$ cat config.mk
export PLATFORM = sky130hd
export DESIGN_NAME = lifo
export DESIGN_NICKNAME = d
export VERILOG_FILES = /design/src/rtl/lifo.sv
export SDC_FILE = /design/constraint.sdc
export NUM_CORES = 1
export LEC_CHECK = 0
export ABC_AREA = 1
export CORE_ASPECT_RATIO = 1.1
export CORE_MARGIN = 8
export CORE_UTILIZATION = 46
export CTS_CLUSTER_SIZE = 8
export DETAILED_ROUTE_END_ITERATION = 12
export PLACE_DENSITY = 0.63
export SYNTH_ARGS = -nofsm -noshare
export SYNTH_HDL_FRONTEND = slang
export SYNTH_SLANG_ARGS = --single-unit
$ cat constraint.sdc
create_clock -name clk_i -period 2.5 [get_ports clk_i]
set_input_delay 0.75 -clock clk_i [delete_from_list [all_inputs] [get_ports clk_i]]
set_output_delay 0.75 -clock clk_i [all_outputs]
set_load 0.05 [all_outputs]
$ cat src/rtl/lifo.sv
// Synchronous LIFO stack: DEPTH x DWIDTH storage with a registered pop output.
// The stack pointer doubles as the word count (next free slot).
module lifo #(
  parameter int DWIDTH = 8,
  parameter int AWIDTH = 4
) (
  input  logic              clk_i,
  input  logic              srst_i,
  input  logic              wrreq_i,
  input  logic [DWIDTH-1:0] data_i,
  input  logic              rdreq_i,
  output logic [DWIDTH-1:0] q_o,
  output logic              empty_o,
  output logic              full_o,
  output logic [AWIDTH:0]   usedw_o
);

  localparam int DEPTH = 2 ** AWIDTH;
  localparam logic [AWIDTH:0] CNT_ONE  = {{AWIDTH{1'b0}}, 1'b1};
  localparam logic [AWIDTH:0] CNT_FULL = {1'b1, {AWIDTH{1'b0}}};

  logic [DWIDTH-1:0] r_mem [DEPTH];
  logic [AWIDTH:0]   r_cnt;
  logic [DWIDTH-1:0] r_q;

  logic              w_full;
  logic              w_empty;
  logic              w_push;
  logic              w_pop;
  logic [AWIDTH:0]   w_cnt_dec;
  logic [AWIDTH-1:0] w_wr_addr;
  logic [AWIDTH-1:0] w_rd_addr;

  assign w_full    = (r_cnt == CNT_FULL);
  assign w_empty   = (r_cnt == '0);
  // Write wins when both requests arrive together.
  assign w_push    = wrreq_i & ~w_full;
  assign w_pop     = rdreq_i & ~wrreq_i & ~w_empty;
  assign w_cnt_dec = r_cnt - CNT_ONE;
  assign w_wr_addr = r_cnt[AWIDTH-1:0];
  assign w_rd_addr = w_cnt_dec[AWIDTH-1:0];

  always_ff @(posedge clk_i) begin
    if (!srst_i) begin
      r_cnt <= '0;
      r_q   <= '0;
    end else if (w_push) begin
      r_cnt <= r_cnt + CNT_ONE;
    end else if (w_pop) begin
      r_cnt <= w_cnt_dec;
      r_q   <= r_mem[w_rd_addr];
    end
  end

  // Storage is never cleared; the count alone decides what is readable.
  always_ff @(posedge clk_i) begin
    if (srst_i && w_push) begin
      r_mem[w_wr_addr] <= data_i;
    end
  end

  assign q_o     = r_q;
  assign usedw_o = r_cnt;
  assign empty_o = w_empty;
  assign full_o  = w_full;

endmodule

==> results.toml, run 1 <==
[sta]
hold_viol_final = 0
fin_skew_ns = 0.00651
slew_headroom_pct = 28.7
worst_pin_slew_ns = 1.07
slew_violations = 0
setup_viol = 0
rsz0062_at_grt = "yes"
period_needed_ns = 2.44
post-route-period-util_pct = 97.6
max_freq_mhz = 410

[drt]
routedWlPerCell_um = 17.6
drt_first_pass_iters = 5
via_count = 4444
viasPerCell = 5.17
remaining_drc_errors = 0
drt-initial-drc-count = 435
final_antenna_net_count = 0
drt-total-wl_mm = 15.1

[critical_path]
r2r_end = "q_o[4]"
worstPathCellList = "buf_4 -> clkdlybuf4s50_1"
cpPeakStageDelay_ns = 0.81
rr_startpoint = "usedw_o[0]"
cpLargestDelayFamily = "buffers and inverters"
startpoint_type = "flop"
cp_max_fo = 5
reg2reg_depth = 9
path_buf_inv = 2
path_depth = 2
r2r_slack_ns = 0.23
crit_path_end_kind = "output pin"
arrival_ns = 1.69
required_ns = 1.75
crit_slowest_cell = "clkdlybuf4s50_1"
worstSetupPathType = "flop to output pin"

[die]
row_count = 44
die_w_um = 127
start_util_pct = 46.9
fp.dieArea_mm2 = 0.0175
core_area_mm2 = 0.0132
io_pins = 27
fp.dieH_um = 138

[logic_synthesis]
synth_top_cell_by_area = "edfxtp_1"
ys_seq_elements = 141
ys_types = 23
ys_top_cells_by_count = "nand2_1, edfxtp_1, nand3_1"
postSynthCellCount = 634
syn_area_mm2 = 0.00620
yosysMostFrequentCell = "nand2_1"
yosys.area.top_type_share_pct = 62.0
synth_ff_type = "edfxtp_1"
ys_seq_area_share_pct = 66.2
synth_edf_count = 128
synth_top_cells_by_area = "edfxtp_1, nand2_1, nand3_1, inv_1, dfxtp_1"
yosys_warnings = 0
syn_avg_cell_area_um2 = 9.78
ys_async_sr_fraction_pct = 0
syn_nets = 650

[clocking]
cts_htree_levels = 4
cts_inserted_buffers = 17
clock_latency_ns = 0.41
cts_hold_buf = 0
post-cts-setup-buffer-count = 0
clkTransAtPathRegs_ns = 0.06
cts_tree = "done"
ctsResizeCount = 2
clockBufferDepth = 2
cts_root_buf = "clkbuf_16"
cts_sinks = 141

[grt]
grt_max_degree = 68
grt_pass1_vias = 4250
globalRoute.totalOverflow = 0
antenna_found_initial = 0
grtUsageTotal_pct = 18.3
grt_pass1_wl_mm = 23.5

[placed_design]
place_area_mm2 = 0.00689
port-buffer-count = 26
gp_congestion = 0.867
dp.final_hpwl_mm = 9.89

[finish]
diodes = 0
nets = 704
layout-drive-gt1-share_pct = 13.6
area_growth_pct = 20.9
final_util_pct = 56.7
design_area_mm2 = 0.00749

[hold_path]
hold_depth = 4
hold_end = "q_o[1]"
hold_path_startpoint = "q_o[1]"
hold_class = "flop to flop"

[power_and_ir_drop]
leakage_nw = 3.20
powerDensity_mw_per_mm2 = 823
ir_drop_v = 0.000463

[run_status]
status = "complete, no violations"

[flow_run]
maxCapViolations = 0
## registers in the layout (all words and copies together) (netlist names)
signal	flops
usedw_o	5
r_mem	128
q_o	8
## layer usage
metal | routed length (um) | part of all wire, % | vias up | track usage [%]
li1 | - | - | 2142 | -
met3 | 929 | 6.2 | 36 | 3.56
met1 | 6310 | 42 | 2080 | 23.1
met5 | 0 | 0 | - | 0
met4 | 420 | 2.8 | 0 | 8.53
met2 | 7440 | 49 | 186 | 30.2
## through the flow
step           total power [W]  std cells  setup WS, ns  hold WS, ns  setup TNS (ns)
2_1_floorplan          0.00329        634        0.0217        0.695               0
3_3_place_gp           0.00362        830        0.0684        0.550               0
3_5_place_dp           0.00363        830        0.0457        0.548               0
4_1_cts                0.00618        860        0.0390        0.564               0
5_1_grt                0.00637        860       -0.0102        0.611         -0.0102
6_report               0.00617        860        0.0605        0.567               0
## worst register-to-register path: stages, from the launching register on
cell and delay, ns:
dfxtp_4 0.43, inv_2 0.08, ha_4 0.24, inv_1 0.77, nand2_1 0.19, nand3_1 0.14
nand3_1 0.16, nand3_1 0.13, nand2_1 0.06, inv_1 0.04
## logic make-up (layout without fill, tap and decap cells)
group / after synthesis / after routing / synth area share (%)
DFF: 141 / 141 / 66.2
AOI/OAI and AO/OA: 5 / 5 / 0.403
xor gates and xnor gates: 4 / 4 / 0.807
adders and majority gates: 4 / 4 / 0.807
and+or+nand+nor: 363 / 363 / 24.2
buffers and inverters: 117 / 182 / 7.63
## report_power, final
| group | switching, W | total (W) | internal, W |
|---|---|---|---|
| clock | 0.000918 | 0.00257 | 0.00165 |
| sequential | 0.0000225 | 0.00264 | 0.00261 |
| combinational | 0.000662 | 0.000961 | 0.000299 |
## cell usage in the layout, fill, tap and decap left out, drive strengths merged
master / n
nand2: 230
edfxtp: 128
nand3: 95
inv: 91
buf: 38
nor2: 37
clkdlybuf4s50: 21
clkbuf: 18
dfxtp: 13
clkinv: 6
o21ai: 4
bufinv: 4
ha: 4
clkinvlp: 3
xor2: 3
xnor2: 1
nand4: 1
a21oi: 1
dlygate4sd2: 1
## cell type report
class                           instances  area (um2)
Clock inverter                         12         171
Tap cell                              161         201
Fill cell                            1144        5720
Inverter                               92         349
Timing Repair Buffer                   60         542
Clock buffer                           18         429
Multi-Input combinational cell        376        1690
Sequential cell                       141        4110
## worst max path at each step
stage,start,to,slack (ns)
floorplan,usedw_o[0],empty_o,0.02
global placement,srst_i,r_mem[14][7],0.07
detailed placement,srst_i,r_mem[14][1],0.05
CTS,usedw_o[0],empty_o,0.04
global route,usedw_o[0],full_o,-0.01
finish,usedw_o[1],usedw_o[1],0.06
Note: power is estimated with default switching activity, not from simulation.
==> run 2: changes to the inputs <==
--- a/config.mk
+++ b/config.mk
@@ -9,6 +9,7 @@
 export CORE_ASPECT_RATIO = 1.1
 export CORE_MARGIN = 8
 export CORE_UTILIZATION = 46
+export CTS_BUF_LIST = sky130_fd_sc_hd__clkbuf_4 sky130_fd_sc_hd__clkbuf_8
 export CTS_CLUSTER_SIZE = 8
 export DETAILED_ROUTE_END_ITERATION = 12
 export PLACE_DENSITY = 0.63
==> constraint.sdc (replaced) <==
create_clock -name clk_i -period 2.2 [get_ports clk_i]
set_input_delay 0.66 -clock clk_i [delete_from_list [all_inputs] [get_ports clk_i]]
set_output_delay 0.66 -clock clk_i [all_outputs]
set_load 0.05 [all_outputs]
==> run 2 against run 1 <==
Against the previous run:
- sequential share of layout area rose by 1.6 points
- via count decreased by 2.9%
- total power fell by 6.7%
- sequential power increased by 13%
- first-iteration DRC count fell by 22%
- sequential cell count stayed put
- die area stayed put
- worst hold slack about the same
- clock-buffer cell count increased by 2
- worst setup slack got worse by 0.019 ns
- critical path type unchanged
- largest cell class unchanged
==> results.toml, run 2 (synthesis gave the netlist of run 1 again) <==
[sta]
slew_headroom_pct = 64.3
setup_viol = 0
max_freq_mhz = 463
fin_skew_ns = 0.00902
worst_pin_slew_ns = 0.533
period_needed_ns = 2.16
hold_viol_final = 0
rsz0062_at_grt = "yes"
final.setup.tns_ns = 0
post-route-period-util_pct = 98.1
slew_violations = 0

[clocking]
cts_tree = "done"
cts_sinks = 141
cts_inserted_buffers = 17
cts_root_buf = "clkbuf_8"
cts_htree_levels = 4
clock_latency_ns = 0.45
clkTransAtPathRegs_ns = 0.07
clockBufferDepth = 2

[power_and_ir_drop]
seq_power_share_pct = 51.9
switching_share_pct = 28.8
powerDensity_mw_per_mm2 = 790
p_int_w = 0.00410
combPwrFrac_pct = 20.2
switching_power_w = 0.00166
leakage_nw = 3.14
clkPwrFrac_pct = 27.9
ir_drop_v = 0.000309

[finish]
largest_reg_flops = 128
layout-drive-gt1-share_pct = 14.3
nets = 700
final_cell_mix = "nand2_1, edfxtp_1, nand3_1"
area_growth_pct = 17.5
final_common_cell = "nand2_1"
fillers = 1197
regMostFlops = "r_mem"
diodes = 0
fin_cells = 852

[grt]
grtUsageTotal_pct = 17.8
grt_pass1_wl_mm = 22.5
antenna_found_initial = 0
grt_max_degree = 41
globalRoute.totalOverflow = 0
grt_pass1_vias = 4188

[die]
fp.dieH_um = 138
die_w_um = 127
start_util_pct = 46.9
row_count = 44
io_pins = 27
fp.dieArea_mm2 = 0.0175
core_area_mm2 = 0.0132

[critical_path]
cpMostUsedCell = "nand2_4"
cpLargestDelayFamily = "flip-flops"
crit_path_end_kind = "output pin"
startpoint_type = "flop"
arrival_ns = 1.50
worstSetupPathType = "flop to output pin"
worstPathCellList = "inv_4 -> ha_4 -> nand2_4 -> nor2_4 -> nand2_4 -> clkinvlp_4 -> buf_12"
cp_max_fo = 3
crit_slowest_cell = "dfxtp_4"
required_ns = 1.54
path_buf_inv = 3
cpPeakStageDelay_ns = 0.35

[drt]
via_count = 4317
remaining_drc_errors = 0
drt_first_pass_iters = 5
drt-initial-drc-count = 338
final_antenna_net_count = 0
drt-total-wl_mm = 14.9
viasPerCell = 5.07
routedWlPerCell_um = 17.5

[run_status]
status = "complete, no violations"

[placed_design]
port-buffer-count = 26
gp_congestion = 0.888
dp.cells = 819
dp.final_hpwl_mm = 10.1

[hold_path]
hold_class = "flop to flop"

[flow_run]
maxCapViolations = 0
## run 2: path summary, 6_finish.rpt
| check | depth (start not counted) | start | endpoint | slack (ns) |
|---|---|---|---|---|
| worst max-delay path | 7 | usedw_o[0] | empty_o | 0.04 |
| worst min-delay path | 4 | q_o[7] | q_o[7] | 0.57 |
| worst min register to register | 4 | q_o[7] | q_o[7] | 0.57 |
| worst max register to register | 11 | usedw_o[0] | q_o[6] | 0.31 |
## run 2: metrics by stage
stage	area (um2)	worst slack, ns	hold slack [ns]	total power (W)	utilization (%)
finish	7280	0.0412	0.568	0.00576	55.1
global placement	6950	-0.0203	0.548	0.00417	52.6
global route	7280	-0.0369	0.609	0.00599	55.1
detailed placement	6950	-0.0385	0.560	0.00417	52.6
CTS	7260	-0.0323	0.572	0.00578	54.9
floorplan	6410	0.0199	0.689	0.00378	-
## run 2: area by class of cell
type	instances	area [um2]	area share, %
timing repair buffer	56	519	7.13
sequential	141	4110	56.4
clock buffer	20	256	3.52
inverter	92	355	4.88
tap	161	201	2.77
clock inverter	6	27.5	0.378
multi-input combinational	376	1810	24.9
## run 2: routing by layer
layer | GRT usage [%] | wire [um]
met5 | 0 | 0
met4 | 9.79 | 425
met3 | 4.53 | 756
met2 | 30.8 | 7520
met1 | 19.9 | 6200
## run 2: timing repair
item / 4_1_cts / 5_1_grt
buffers inserted: 4 / 3
hold buffers: 0 / 0
gates cloned: 0 / 0
pin swaps: 2 / 3
endpoints found under the setup margin: 9 / 2
gates resized for setup: 9 / 1
## run 2: tightest hold or removal path: stages, from the launching register on
cell	delay, ns
dfxtp_1	0.33
nor2_1	0.05
nor2_1	0.08
nand2_1	0.06
inv_1	0.04
## run 2: power by group through the flow
stage               Combinational [W]  Clock [W]  Sequential (W)
global placement              0.00113          0         0.00304
CTS                           0.00114    0.00166         0.00299
global route                  0.00125    0.00175         0.00299
detailed placement            0.00113          0         0.00305
finish                        0.00116    0.00161         0.00299
floorplan                    0.000662          0         0.00312
